===== src/rtl/fpu_mantissa_divider_seq.sv =====
// fpu_mantissa_divider_seq: multi-cycle restoring divider producing floor((a<<27)/b) with sticky, div-by-zero and a pass-through tag.
module fpu_mantissa_divider_seq #(
  parameter int BITS_PER_CYCLE = 1,
  parameter int TAG_WIDTH = 11
) (
  input  logic                 clk,
  input  logic                 rst,
  input  logic                 in_valid,
  output logic                 in_ready,
  input  logic [23:0]          in_dividend,
  input  logic [23:0]          in_divisor,
  input  logic [TAG_WIDTH-1:0] in_tag,
  output logic                 out_valid,
  input  logic                 out_ready,
  output logic [50:0]          out_quotient,
  output logic                 out_sticky,
  output logic                 out_div_by_zero,
  output logic [TAG_WIDTH-1:0] out_tag
);
  localparam int STEPS = 51 / BITS_PER_CYCLE;
  typedef enum logic [1:0] {IDLE, BUSY, DONE} state_t;
  state_t state, state_n;
  logic [24:0] r, r_n;
  logic [50:0] d, d_n, q, q_n;
  logic [23:0] dv;
  logic [5:0] cnt;
  logic dz;
  logic [TAG_WIDTH-1:0] tag;
  assign in_ready = state == IDLE;
  assign out_valid = state == DONE;
  always_ff @(posedge clk or posedge rst)
    if (rst) state <= IDLE;
    else state <= state_n;
  always_comb begin
    state_n = state == IDLE ? (in_valid ? BUSY : IDLE)
            : state == BUSY ? (cnt == 6'd1 ? DONE : BUSY)
            : (out_ready ? IDLE : DONE);
  end
  // R < b holds before every shift, so R[24] is always zero and can be dropped
  always_comb begin
    r_n = r;
    d_n = d;
    q_n = q;
    for (int i = 0; i < BITS_PER_CYCLE; i++) begin
      r_n = {r_n[23:0], d_n[50]};
      d_n = {d_n[49:0], 1'b0};
      q_n = {q_n[49:0], r_n >= {1'b0, dv}};
      r_n = q_n[0] ? r_n - {1'b0, dv} : r_n;
    end
  end
  always_ff @(posedge clk or posedge rst)
    if (rst) begin
      r <= '0;
      d <= '0;
      q <= '0;
      dv <= '0;
      cnt <= '0;
      dz <= 1'b0;
      tag <= '0;
      out_quotient <= '0;
      out_sticky <= 1'b0;
      out_div_by_zero <= 1'b0;
      out_tag <= '0;
    end else if (state == IDLE && in_valid) begin
      r <= '0;
      d <= {in_dividend, 27'b0};
      q <= '0;
      dv <= in_divisor;
      cnt <= 6'(STEPS);
      dz <= in_divisor == 24'd0;
      tag <= in_tag;
    end else if (state == BUSY) begin
      r <= r_n;
      d <= d_n;
      q <= q_n;
      cnt <= cnt - 6'd1;
      if (cnt == 6'd1) begin
        out_quotient <= dz ? '1 : q_n;
        out_sticky <= !dz && r_n != 25'd0;
        out_div_by_zero <= dz;
        out_tag <= tag;
      end
    end
endmodule


===== config.mk =====
export PLATFORM = sky130hd
export DESIGN_NAME = fpu_mantissa_divider_seq
export DESIGN_NICKNAME = d
export VERILOG_FILES = /design/src/rtl/fpu_mantissa_divider_seq.sv
export SDC_FILE = /design/constraint.sdc
export NUM_CORES = 1
export LEC_CHECK = 0
export ABC_AREA = 1
export BUFFER_PORTS_ARGS = -buffer_cell sky130_fd_sc_hd__buf_2
export CORE_MARGIN = 8
export CORE_UTILIZATION = 45
export CTS_CLUSTER_DIAMETER = 200
export DETAILED_ROUTE_END_ITERATION = 7
export REMOVE_ABC_BUFFERS = 1
export SETUP_SLACK_MARGIN = 0.2
export SYNTH_ARGS = -nofsm -noshare
export SYNTH_HDL_FRONTEND = slang
export SYNTH_SLANG_ARGS = --single-unit

===== constraint.sdc =====
create_clock -name clk -period 8.1 [get_ports clk]
set_input_delay 1.62 -clock clk [delete_from_list [all_inputs] [get_ports clk]]
set_output_delay 1.62 -clock clk [all_outputs]
set_load 0.02 [all_outputs]

### After elaboration in Yosys (flattened, before gate mapping)

Cells that the tools add are included.

* register bits: 233
* bits of input ports: 63
* word-level logic and storage cells: 42

* add/subtract/negate cells: 2
* order comparisons: 1
* equality and inequality tests: 3
* multiplexer cells: 15
* bitwise operators: 1
* reduce and logical (&&, ||, !) cells: 8

Operators by type and width (number)
* $mux W51: 3
* $mux W50: 2
* $mux W24: 2
* $ge A25 B24 Y1: 1
* $mux W25: 1
* $reduce_bool A25 Y1: 1
* $sub A25 B24 Y25: 1
* $logic_not A24 Y1: 1
* $mux W6: 2
* $mux W2: 4
* $eq A6 B1 Y1 const B: 1
* $sub A6 B1 Y6 const B: 1
* $reduce_and A3 Y1: 1
* $eq A2 B1 Y1 const B: 1
* $eq A2 B2 Y1 const B: 1
* $logic_and A1 B1 Y1: 2
* $logic_not A2 Y1: 1
* $reduce_bool A2 Y1: 1
* $logic_not A1 Y1: 1
* $mux W1: 1
* $not A1 Y1: 1

### Longest topological paths before layout

Gate-level depths: netlist of run 1.

* depth in word-level cells: 4
* depth in mapped cells: 22

### Least setup slack after synthesis of run 1

Ideal clock, no wire load.

* path type: input to register
* start point: in in_valid
* end point: reg d[28]
* library setup time: 0.069 ns
* arrival: 2.752 ns
* data required time: 8.031 ns
* setup slack: 5.279 ns
* stages: 7
* path buffers: 2
* cell sequence: nand2_1 inv_1 nor2_1 clkbuf_1 buf_1 nand2_1 nand3_1

* word-level cells in the longest chain between the ends: 2
* elaborated cells on any way between the ends: 3
* classes of those cells: 1 x mux; 2 x reduce/logical

RTL lines
* start: declaration: line 8 `input logic in_valid,`
* $logic_and A1 B1 Y1 (*): line 64 `end else if (state == IDLE && in_valid) begin`
* $mux W51 / $reduce_bool A2 Y1 (equally long branches)
* end signal: assignment: line 66 `d <= {in_dividend, 27'b0};`
* end signal: assignment: line 74 `d <= d_n;`
* end: declaration: line 24 `logic [50:0] d, d_n, q, q_n;`

Mark *: on every way between the ends. The rest lies on a longest branch, timed or not.
A chain may end at the register's enable or synchronous reset.

### Worst setup path in the final report of run 1

* start point: reg state[0]
* end point: reg out_sticky

* word-level cells in the longest chain between the ends: 4
* elaborated cells on any way between the ends: 5
* classes of those cells: 1 x eq/ne; 1 x bitwise; 3 x reduce/logical

RTL lines
* start: declaration: line 22 `state_t state, state_n;`
* start signal: assignment: line 33 `else state <= state_n;`
* $logic_not A2 Y1: line 64
* $logic_and A1 B1 Y1: line 64
* $not A1 Y1 (no line)
* $reduce_and A3 Y1 (no line) (*)
* end signal: assignment: line 61 `out_sticky <= 1'b0;`
* end signal: assignment: line 79 `out_sticky <= !dz && r_n != 25'd0;`
* end: declaration: line 16 `output logic out_sticky,`

Marked as above.

==> results.tsv, run 1 <==
stage	metric	value	unit
synthesis	synthTopCellsByArea	dfrtp_1 51%, nand2_1 14%, inv_1 7.5%	
timing	finalHoldViolations	0	
pwr	power	5.67	mW
clocking	cts_buffers	22	
global_route	track_usage	0.182	
placed_design	place_hpwl	17.2	mm
route	via_per_inst	4.97	
pwr	intPower	3.07	mW
pwr	seq_power_share	0.296	
placed_design	place_inst	1641	
min_path	hold_depth	2	
synthesis	yosys.area.top_type	dfrtp_1	
pwr	peakVddDrop	0.000198	V
setup_path	crit_type	reg2reg	
timing	timing.fmax	290	MHz
synthesis	ys.warnings.count	0	
floorplan	initial_utilization	0.460	
clocking	cts_tree	done	
layout	drive_above_1_share	0.143	
pwr	pwr-share-comb	0.525	
layout	fin_nets	1475	
setup_path	startpoint_type	flop	
flow_run	max-cap-violations	0	
placed_design	place_congestion	0.939	
global_route	grt_pass1_wl	42.8	mm
setup_path	reg2reg_slack	4.65	ns
clocking	root_buffer	clkbuf_16	
synthesis	ys_seq_elements	206	
clocking	clkTransAtPathRegs	0.06	ns
timing	setup_viol	0	
pwr	switching_power	2.60	mW
layout	stdcell_count	1683	
timing	drv_slew	0	
route	vias	8365	
timing	fin_hold_ws	0.480	ns
floorplan	die_x	166	um
floorplan	pin_count	129	
layout	fill_cells	2145	
min_path	hold_class	reg2reg	
synthesis	synth_edf_count	0	
placed_design	portBuffers	128	
floorplan	dieHeight	166	um
setup_path	cp.arrival	3.89	ns
synthesis	synthFlopType	dfrtp_1	
synthesis	async_reset_ff_frac	1.00	
floorplan	die_area	0.0274	mm2
floorplan	core	0.0219	mm2
pwr	pwr-share-clk	0.178	
layout	area_growth	15.8	%
status	status	finished clean	
timing	tightest_slew	1.10	ns
setup_path	regToRegEndpoint	out_sticky	
global_route	grt_pass1_vias	8443	
pwr	p_leak	6.19	nW
pwr	p_sw_frac	0.458	
route	drtIter0Drc	405	
clocking	clock_path_buffers	3	
global_route	antenna_found_initial	4	
synthesis	synth_area	0.0101	mm2
clocking	hold_buffers	0	
route	wl_per_cell	15.1	um
route	first_pass_iters	5	
setup_path	rr_startpoint	state[0]	
clocking	ctsResizeCount	0	
clocking	htree_num_levels	1	
synthesis	syn_inst	1275	
clocking	cts.sink_count	206	
setup_path	worstSetupEndpointType	flop	
global_route	gr-total-overflow	0	
setup_path	crit_top_cell	nand2_1	
synthesis	syn_area_per_cell	7.90	um2
layout	layout_commonest_cell	nand2_1	
setup_path	worst_path_largest_cell_delay	0.93	ns
timing	period_minus_slack	3.45	ns
clocking	post_cts_buffers	0	
timing	rsz0062_at_grt	false	
synthesis	seq_area_frac_synth	0.512	
synthesis	synth.distinct_cells	41	
floorplan	rows	54	
route	ant_nets	0	
min_path	holdPathEnd	out_tag[8]	
setup_path	cp_slowest_cell	clkinv_1	
layout	mostFrequentLayoutCells	368 x nand2_1, 206 x dfrtp_1, 200 x inv_1, 128 x buf_2, 92 x nor2_1	
setup_path	worst-r2r-cell-count	6	
timing	clock_skew	0.0153	ns
pwr	power.density	486	mW/mm2
route	drc	0	
clocking	clk_latency	0.51	ns
timing	fin_tns_setup	0	ns
setup_path	path_cells	nand2_2 -> buf_4 -> clkinv_1 -> nand4_1 -> nand2_1 -> nand2_1	
setup_path	cp.required	8.54	ns
timing	slew-limit-headroom	0.263	
synthesis	yosysTopAreaCellShare	0.512	
timing	finalCritPeriodShare	0.425	
min_path	min-delay-start	out_tag[8]	
route	drt_wl_total	25.5	mm
setup_path	worst-path-max-fanout	84	
global_route	grt_start_max_net_pins	143	
## worst max-delay path, delay by kind of cell, from the launching register on
kind / cells / cell delay (ns)
buf+inv: 2 / 1.63
flops: 1 / 0.41
simple gates: 4 / 1.33
## cells in the mapped netlist (all sizes together) (2+ instances only)
cell / count
ha: 26
xnor2: 3
nand2: 374
nor3: 4
a21oi: 64
o211ai: 2
inv: 207
nand3b: 2
clkbuf: 36
o22ai: 58
xor2: 8
o21ai: 70
nor4: 5
buf: 12
o221ai: 2
nand4: 8
clkinv: 2
nand3: 77
nor2: 101
dfrtp: 206
## per-layer routing
metal  vias up  GRT usage  routed length (um)
met2       150      0.295               11800
met4         4     0.0505                 564
met5         -          0                  23
met3        39     0.0402                1330
met1      3913      0.242               11700
li1       4259          -                   -
## kinds of logic after synthesis
logic type                 share of synthesized area
and+or+nand+nor                                0.236
AOI/OAI and AO/OA                              0.109
xor gates and xnor gates                     0.00956
buffers and inverters                         0.0987
adders and majority gates                     0.0343
DFF                                            0.512
## power by group through the flow
stage	Combinational [mW]	Clock, mW	Sequential [mW]
final	2.98	1.01	1.68
after global routing	3.44	1.08	1.73
after CTS	3.00	1.03	1.68
after detailed placement	2.98	0	1.69
after global placement	2.96	0	1.68
after floorplan	2.10	0	1.79
## through the flow
step                      instance area (um2)  worst slack (ns)   util
final                                   11700              4.65  0.533
after global routing                    11700              4.31  0.533
after CTS                               11700              4.59  0.533
after detailed placement                10900              4.62  0.499
after global placement                  10900              4.61  0.499
after floorplan                          9860             0.856      -
## cell type report
class	count	area [um2]	share of cell area
repair buffers	134	686	0.0588
clock inverters	9	81.3	0.00697
multi-input cells	812	3950	0.338
well taps	280	350	0.0300
clock buffers	31	656	0.0562
inverters	209	792	0.0679
flip-flops and latches	206	5150	0.442
diodes	2	5.00	0.000429
## registers in the layout, indices dropped and copies added, names as in the netlist
| signal | flops |
|---|---|
| dz | 1 |
| out_quotient | 51 |
| state | 2 |
| r | 24 |
| q | 50 |
| dv | 24 |
| d | 24 |
| out_sticky | 1 |
| out_div_by_zero | 1 |
| tag | 11 |
| cnt | 6 |
| out_tag | 11 |
## worst max path at each step
stage | depth (start not counted) | from | end
floorplan | 1 | rst | cnt[0]
global placement | 6 | state[0] | out_sticky
detailed placement | 6 | state[0] | out_sticky
CTS | 6 | state[0] | out_sticky
global route | 6 | state[0] | out_sticky
finish | 6 | state[0] | out_sticky
Power figures use the tool's default switching activity.
==> inputs of run 2 (changes only) <==
--- a/config.mk
+++ b/config.mk
@@ -5,12 +5,13 @@
 export SDC_FILE = /design/constraint.sdc
 export NUM_CORES = 1
 export LEC_CHECK = 0
-export ABC_AREA = 1
+export ABC_AREA = 0
 export BUFFER_PORTS_ARGS = -buffer_cell sky130_fd_sc_hd__buf_2
 export CORE_MARGIN = 8
 export CORE_UTILIZATION = 45
 export CTS_CLUSTER_DIAMETER = 200
 export DETAILED_ROUTE_END_ITERATION = 7
+export PLACE_DENSITY = 0.67
 export REMOVE_ABC_BUFFERS = 1
 export SETUP_SLACK_MARGIN = 0.2
 export SYNTH_ARGS = -nofsm -noshare
==> constraint.sdc (replaced) <==
create_clock -name clk -period 2.86 [get_ports clk]
set_input_delay 0.572 -clock clk [delete_from_list [all_inputs] [get_ports clk]]
set_output_delay 0.572 -clock clk [all_outputs]
set_load 0.02 [all_outputs]
==> run 2 against run 1 <==
The run now ends with negative setup slack left; non-clock buffer count up 111; sequential power rose to 2.9 times the previous value; critical path depth up 6; design area up 9.9%; largest power group unchanged; highest routed layer unchanged.
==> results.tsv, run 2 <==
stage	metric	value	unit
status	status	complete, but fails checks	
status	violations	negative setup slack	
synthesis	async_reset_ff_frac	1.00	
setup_path	worst-r2r-cell-count	12	
timing	fin_tns_setup	-3.18	ns
layout	final-seq-area	0.00516	mm2
synthesis	syn_area_per_cell	8.87	um2
clocking	clock_path_buffers	3	
setup_path	worst_path_largest_cell_delay	0.43	ns
placed_design	portBuffers	128	
placed_design	dpl_cell_area	0.0114	mm2
setup_path	worst-path-max-fanout	2	
setup_path	path_buf_inv	2	
synthesis	yosysTopAreaCellShare	0.521	
clocking	clk_latency	0.52	ns
layout	drive_above_1_share	0.262	
synthesis	ys.warnings.count	0	
floorplan	die_x	164	um
global_route	antenna_found_initial	2	
global_route	grt_pass1_vias	8484	
setup_path	cp.arrival	3.70	ns
layout	multiInputGateArea	0.00464	mm2
clocking	cts.sink_count	206	
layout	largest_register_ffs	51	
pwr	p_leak	6.15	nW
route	wl_per_cell	16.5	um
route	drc	0	
timing	drv_slew	0	
layout	mostFrequentLayoutCells	283 x nand2_1, 205 x dfrtp_1, 137 x o21ai_0, 128 x buf_2, 90 x buf_4	
synthesis	seq_area_frac_synth	0.521	
synthesis	synth_edf_count	0	
timing	finalHoldViolations	0	
route	ant_nets	0	
floorplan	die_area	0.0270	mm2
global_route	grt_pass1_wl	43.4	mm
clocking	cts_tree	done	
route	first_pass_iters	7	
floorplan	core	0.0217	mm2
setup_path	cp_slowest_cell	or4_4	
synthesis	yosys.area.top_type	dfrtp_1	
layout	final_util	0.591	
timing	tightest_slew	1.10	ns
setup_path	critPathTopFamily	simple AND/OR/NAND/NOR gates	
synthesis	syn_inst	1115	
layout	layout_commonest_cell	nand2_1	
placed_design	dp_slack	-0.563	ns
floorplan	rows	54	
timing	post-route-worst-setup-slack	-0.444	ns
floorplan	pin_count	129	
synthesis	synthFlopType	dfrtp_1	
global_route	gr-total-overflow	0	
timing	slew-limit-headroom	0.265	
synthesis	yosysMostFrequentCell	nand2_1	
setup_path	cp.depth	12	
flow_run	max-cap-violations	0	
clocking	root_buffer	clkbuf_16	
clocking	clkTransAtPathRegs	0.06	ns
setup_path	crit_top_cell	inv_2	
clocking	cts_buffers	24	
synthesis	synthTopCellsByArea	dfrtp_1 52%, nand2_1 11%, o21ai_0 7.4%	
synthesis	synth_area	0.00989	mm2
layout	area_growth	29.7	%
setup_path	cp.required	3.26	ns
layout	top_register	out_quotient	
route	drtIter0Drc	586	
synthesis	yosys-top-cells-count	285 x nand2_1, 206 x dfrtp_1, 147 x o21ai_0	
timing	setup_viol	24	
layout	fin_area	0.0128	mm2
synthesis	ys_seq_elements	206	
timing	fin_hold_ws	0.125	ns
timing	timing.fmax	303	MHz
clocking	htree_num_levels	1	
layout	diodes	0	
route	via_per_inst	5.30	
setup_path	worstSetupEndpointType	flop	
timing	period_minus_slack	3.30	ns
timing	clock_skew	0.0163	ns
floorplan	dieHeight	164	um
placed_design	place_congestion	0.856	
synthesis	synth.distinct_cells	55	
route	drt_wl_total	26.7	mm
placed_design	place_hpwl	17.7	mm
clocking	hold_buffers	0	
floorplan	initial_utilization	0.456	
layout	fin_nets	1410	
pwr	power.density	1510	mW/mm2
pwr	peakVddDrop	0.00105	V
layout	largestRegisters	out_quotient: 51 flops, q: 50 flops	
setup_path	startpoint_type	flop	
layout	fill_cells	1881	
setup_path	path_cells	inv_2 -> ha_4 -> inv_2 -> fa_2 -> xor2_1 -> or3b_1 -> a2111o_1 -> or4_1 -> or4_4 -> nor3_2 -> and4_1 -> o2bb2ai_1	
setup_path	crit_type	reg2reg	
timing	rsz0062_at_grt	true	
min_path	hold_class	in2async	
timing	finalCritPeriodShare	1.16	
global_route	grt_start_max_net_pins	79	
global_route	track_usage	0.196	
route	vias	8574	
[run 2: cell types whose count changed in the layout (fill, tap and decap cells not counted), moves of 22 or more]
cell     delta
o21ai_0    +69
inv_1     -168
nand3_1    -43
buf_4      +84
o21ai_1    +23
nand2_1    -85
a22oi_1    +22
a21oi_1    -36
o22ai_1    -58
[run 2: cell families (layout without fill, tap and decap cells)]
| family | after synthesis | in the layout | synth area share |
|---|---|---|---|
| buffers and inverters | 101 | 323 | 0.0388 |
| xor gates and xnor gates | 20 | 20 | 0.0196 |
| and+or+nand+nor | 463 | 463 | 0.197 |
| muxes | 31 | 31 | 0.0332 |
| AOI/OAI and AO/OA | 267 | 267 | 0.155 |
| adders and majority gates | 27 | 27 | 0.0349 |
| DFF | 206 | 206 | 0.521 |
[run 2: cell type report]
| class | instances | share of cell area |
|---|---|---|
| Clock buffer | 34 | 0.0561 |
| Timing Repair Buffer | 245 | 0.136 |
| Inverter | 35 | 0.0108 |
| Tap cell | 280 | 0.0273 |
| Multi-Input combinational cell | 808 | 0.361 |
| Clock inverter | 9 | 0.00673 |
| Sequential cell | 206 | 0.402 |
[run 2: stage by stage]
step | instances | power [mW]
2_1_floorplan | 1049 | 10.5
3_3_place_gp | 1550 | 14.1
3_5_place_dp | 1550 | 14.3
4_1_cts | 1606 | 18.7
5_1_grt | 1617 | 20.8
6_report | 1617 | 19.4
[run 2: worst paths after layout]
check,endpoint,slack (ns),startpoint
max reg2reg,out_sticky,-0.44,d[50]
min,tag[9],0.13,rst
max in group asynchronous,out_quotient[27],2.01,rst
min in group clk,tag[9],0.25,in_tag[9]
max,out_sticky,-0.44,d[50]
min reg2reg,tag[1],0.47,tag[1]
[run 2: where the power goes]
group | switching, mW | internal [mW]
Sequential | 0.718 | 4.09
Combinational | 6.05 | 5.45
Clock | 1.24 | 1.85
[run 2: what timing repair did]
action,CTS,global route
endpoints found under the setup margin,26,27
pin swaps,20,17
gates resized for setup,65,17
buffers inserted,10,10
gates cloned,3,1
[run 2: worst reg2reg max path, stage by stage (launching register included)]
cell	delay [ns]
dfrtp_1	0.38
inv_2	0.08
ha_4	0.14
inv_2	0.04
fa_2	0.37
xor2_1	0.19
or3b_1	0.39
a2111o_1	0.40
or4_1	0.39
or4_4	0.43
nor3_2	0.11
and4_1	0.19
o2bb2ai_1	0.06
[run 2: layer usage]
metal | vias to the layer above | GRT usage | share of wire
li1 | 4211 | - | -
met1 | 4087 | 0.261 | 0.44
met2 | 215 | 0.316 | 0.47
met3 | 57 | 0.0386 | 0.059
met4 | 4 | 0.0612 | 0.028
met5 | - | 0 | 0.00086
==> inputs of run 3 (changes only) <==
--- a/config.mk
+++ b/config.mk
@@ -6,7 +6,7 @@
 export NUM_CORES = 1
 export LEC_CHECK = 0
 export ABC_AREA = 0
-export BUFFER_PORTS_ARGS = -buffer_cell sky130_fd_sc_hd__buf_2
+export BUFFER_PORTS_ARGS = -buffer_cell sky130_fd_sc_hd__buf_4
 export CORE_MARGIN = 8
 export CORE_UTILIZATION = 45
 export CTS_CLUSTER_DIAMETER = 200
==> run 3 against run 2 <==
Via count down 0.45%; the run still ends with negative setup slack left; maximum frequency down 0.37%; register-to-register slack about the same; utilization up 1.8 points; sequential power about the same; critical path depth unchanged.
==> results.tsv, run 3 (synthesis results as in run 2) <==
stage	metric	value	unit
layout	mostFrequentLayoutCells	283 x nand2_1, 219 x buf_4, 205 x dfrtp_1, 137 x o21ai_0, 79 x nor2_1	
layout	largest_register_ffs	51	
floorplan	initial_utilization	0.456	
clocking	hold_buffers	0	
layout	area_growth	33.6	%
timing	post-route-worst-setup-slack	-0.457	ns
global_route	track_usage	0.194	
layout	largestRegisters	out_quotient: 51 flops, q: 50 flops	
timing	period_minus_slack	3.32	ns
clocking	cts_tree	done	
timing	clock_skew	0.0139	ns
placed_design	place_congestion	0.909	
global_route	grt_pass1_vias	8552	
clocking	clk_latency	0.51	ns
pwr	seq_power_share	0.243	
floorplan	die_x	164	um
route	ant_nets	0	
global_route	antenna_found_initial	0	
global_route	grt_start_max_net_pins	100	
global_route	grt_pass1_wl	43.3	mm
setup_path	worstSetupEndpointType	flop	
pwr	p_leak	6.22	nW
setup_path	cp.arrival	3.71	ns
pwr	p_sw_frac	0.405	
timing	setup_viol	12	
status	violations	negative setup slack	
layout	diodes	0	
clocking	cts_buffers	23	
setup_path	crit_type	reg2reg	
setup_path	path_cells	inv_2 -> ha_4 -> inv_2 -> fa_2 -> xor2_1 -> or3b_1 -> a2111o_1 -> or4_1 -> or4_4 -> nor3_2 -> and4_1 -> o2bb2ai_1	
pwr	pwr-share-clk	0.163	
flow_run	max-cap-violations	0	
route	first_pass_iters	4	
layout	fill_cells	1841	
route	via_per_inst	5.28	
pwr	pwr-share-comb	0.594	
floorplan	dieHeight	164	um
pwr	intPower	11.8	mW
setup_path	path_buf_inv	2	
pwr	switching_power	8.02	mW
route	vias	8535	
route	drtIter0Drc	603	
setup_path	startpoint_type	flop	
route	top_layer_used	met4	
global_route	gr-total-overflow	0	
timing	fin_hold_ws	0.160	ns
timing	slew-limit-headroom	0.260	
route	drt_wl_total	26.3	mm
route	wl_per_cell	16.3	um
placed_design	dpl_cell_area	0.0118	mm2
route	wl_met2	12.3	mm
floorplan	die_area	0.0270	mm2
layout	top_register	out_quotient	
timing	timing.fmax	302	MHz
layout	layout_commonest_cell	nand2_1	
setup_path	cp.required	3.25	ns
setup_path	crit_top_cell	inv_2	
floorplan	rows	54	
timing	drv_slew	0	
timing	rsz0062_at_grt	true	
clocking	cts.sink_count	206	
clocking	root_buffer	clkbuf_16	
placed_design	portBuffers	128	
floorplan	pin_count	129	
pwr	peakVddDrop	0.000962	V
placed_design	place_hpwl	17.5	mm
pwr	power.density	1500	mW/mm2
floorplan	core	0.0217	mm2
min_path	hold_class	in2async	
route	drc	0	
route	wirelength_met1	11.7	mm
clocking	clock_path_buffers	3	
setup_path	critPathTopFamily	simple AND/OR/NAND/NOR gates	
route	route.met3.wl	1.47	mm
pwr	power	19.8	mW
setup_path	worst_path_largest_cell_delay	0.43	ns
layout	fin_area	0.0132	mm2
clocking	clkTransAtPathRegs	0.06	ns
timing	finalHoldViolations	0	
timing	finalCritPeriodShare	1.16	
layout	drive_above_1_share	0.267	
layout	fin_nets	1408	
timing	tightest_slew	1.11	ns
setup_path	cp_slowest_cell	or4_4	
clocking	htree_num_levels	1	
status	status	complete, but fails checks	
setup_path	worst-path-max-fanout	2	
==> run 3: cell count changes in the layout (fill, tap and decap cells not counted), sizes merged <==
cell | before | now
clkbuf | 35 | 28
clkinv | 3 | 8
bufinv | 1 | 5
a221oi | 3 | 4
buf | 244 | 243
clkinvlp | 4 | 0
==> run 3: path summary, 6_finish.rpt <==
kind | start | end | slack, ns | cells after the start
max reg2reg | d[50] | out_sticky | -0.46 | 12
max | d[50] | out_sticky | -0.46 | 12
min | rst | out_tag[9] | 0.16 | 2
min in group clk | in_tag[9] | tag[9] | 0.25 | 3
min reg2reg | tag[7] | tag[7] | 0.47 | 2
max in group asynchronous | rst | dv[17] | 2.01 | 3
==> run 3: stage by stage <==
stage | worst slack [ns] | setup TNS [ns] | cells | util
finish | -0.457 | -2.41 | 1615 | 0.609
global route | -0.558 | -5.43 | 1615 | 0.609
CTS | -0.430 | -1.78 | 1613 | 0.605
detailed placement | -0.576 | -3.44 | 1551 | 0.542
global placement | -0.475 | -2.40 | 1551 | 0.542
floorplan | -3.98 | -985.26 | 1049 | -
==> run 3: area by class of cell <==
cell class,instances,area [um2],area share
inverters,35,139,0.0105
flip-flops and latches,206,5160,0.390
repair buffers,243,2000,0.152
clock buffers,28,634,0.0480
multi-input cells,809,4720,0.358
well taps,280,350,0.0265
clock inverters,14,203,0.0153
==> run 3: what timing repair did <==
action | 4_1_cts | 5_1_grt
buffers inserted | 17 | 2
endpoints found under the setup margin | 27 | 27
resized for setup | 74 | 16
gates cloned | 3 | 0
pin swaps | 23 | 4
==> run 3: metal layers <==
layer / track usage / vias to the layer above
met5: 0 / -
li1: - / 4191
met4: 0.0686 / 0
met1: 0.258 / 4083
met2: 0.315 / 205
met3: 0.0348 / 56
==> run 3: power by group through the flow <==
stage	Clock, mW	Combinational, mW	Sequential [mW]
global route	3.42	12.8	4.93
detailed placement	0	9.69	4.83
CTS	3.31	11.3	4.80
floorplan	0	5.52	4.96
finish	3.23	11.7	4.80
global placement	0	9.53	4.79
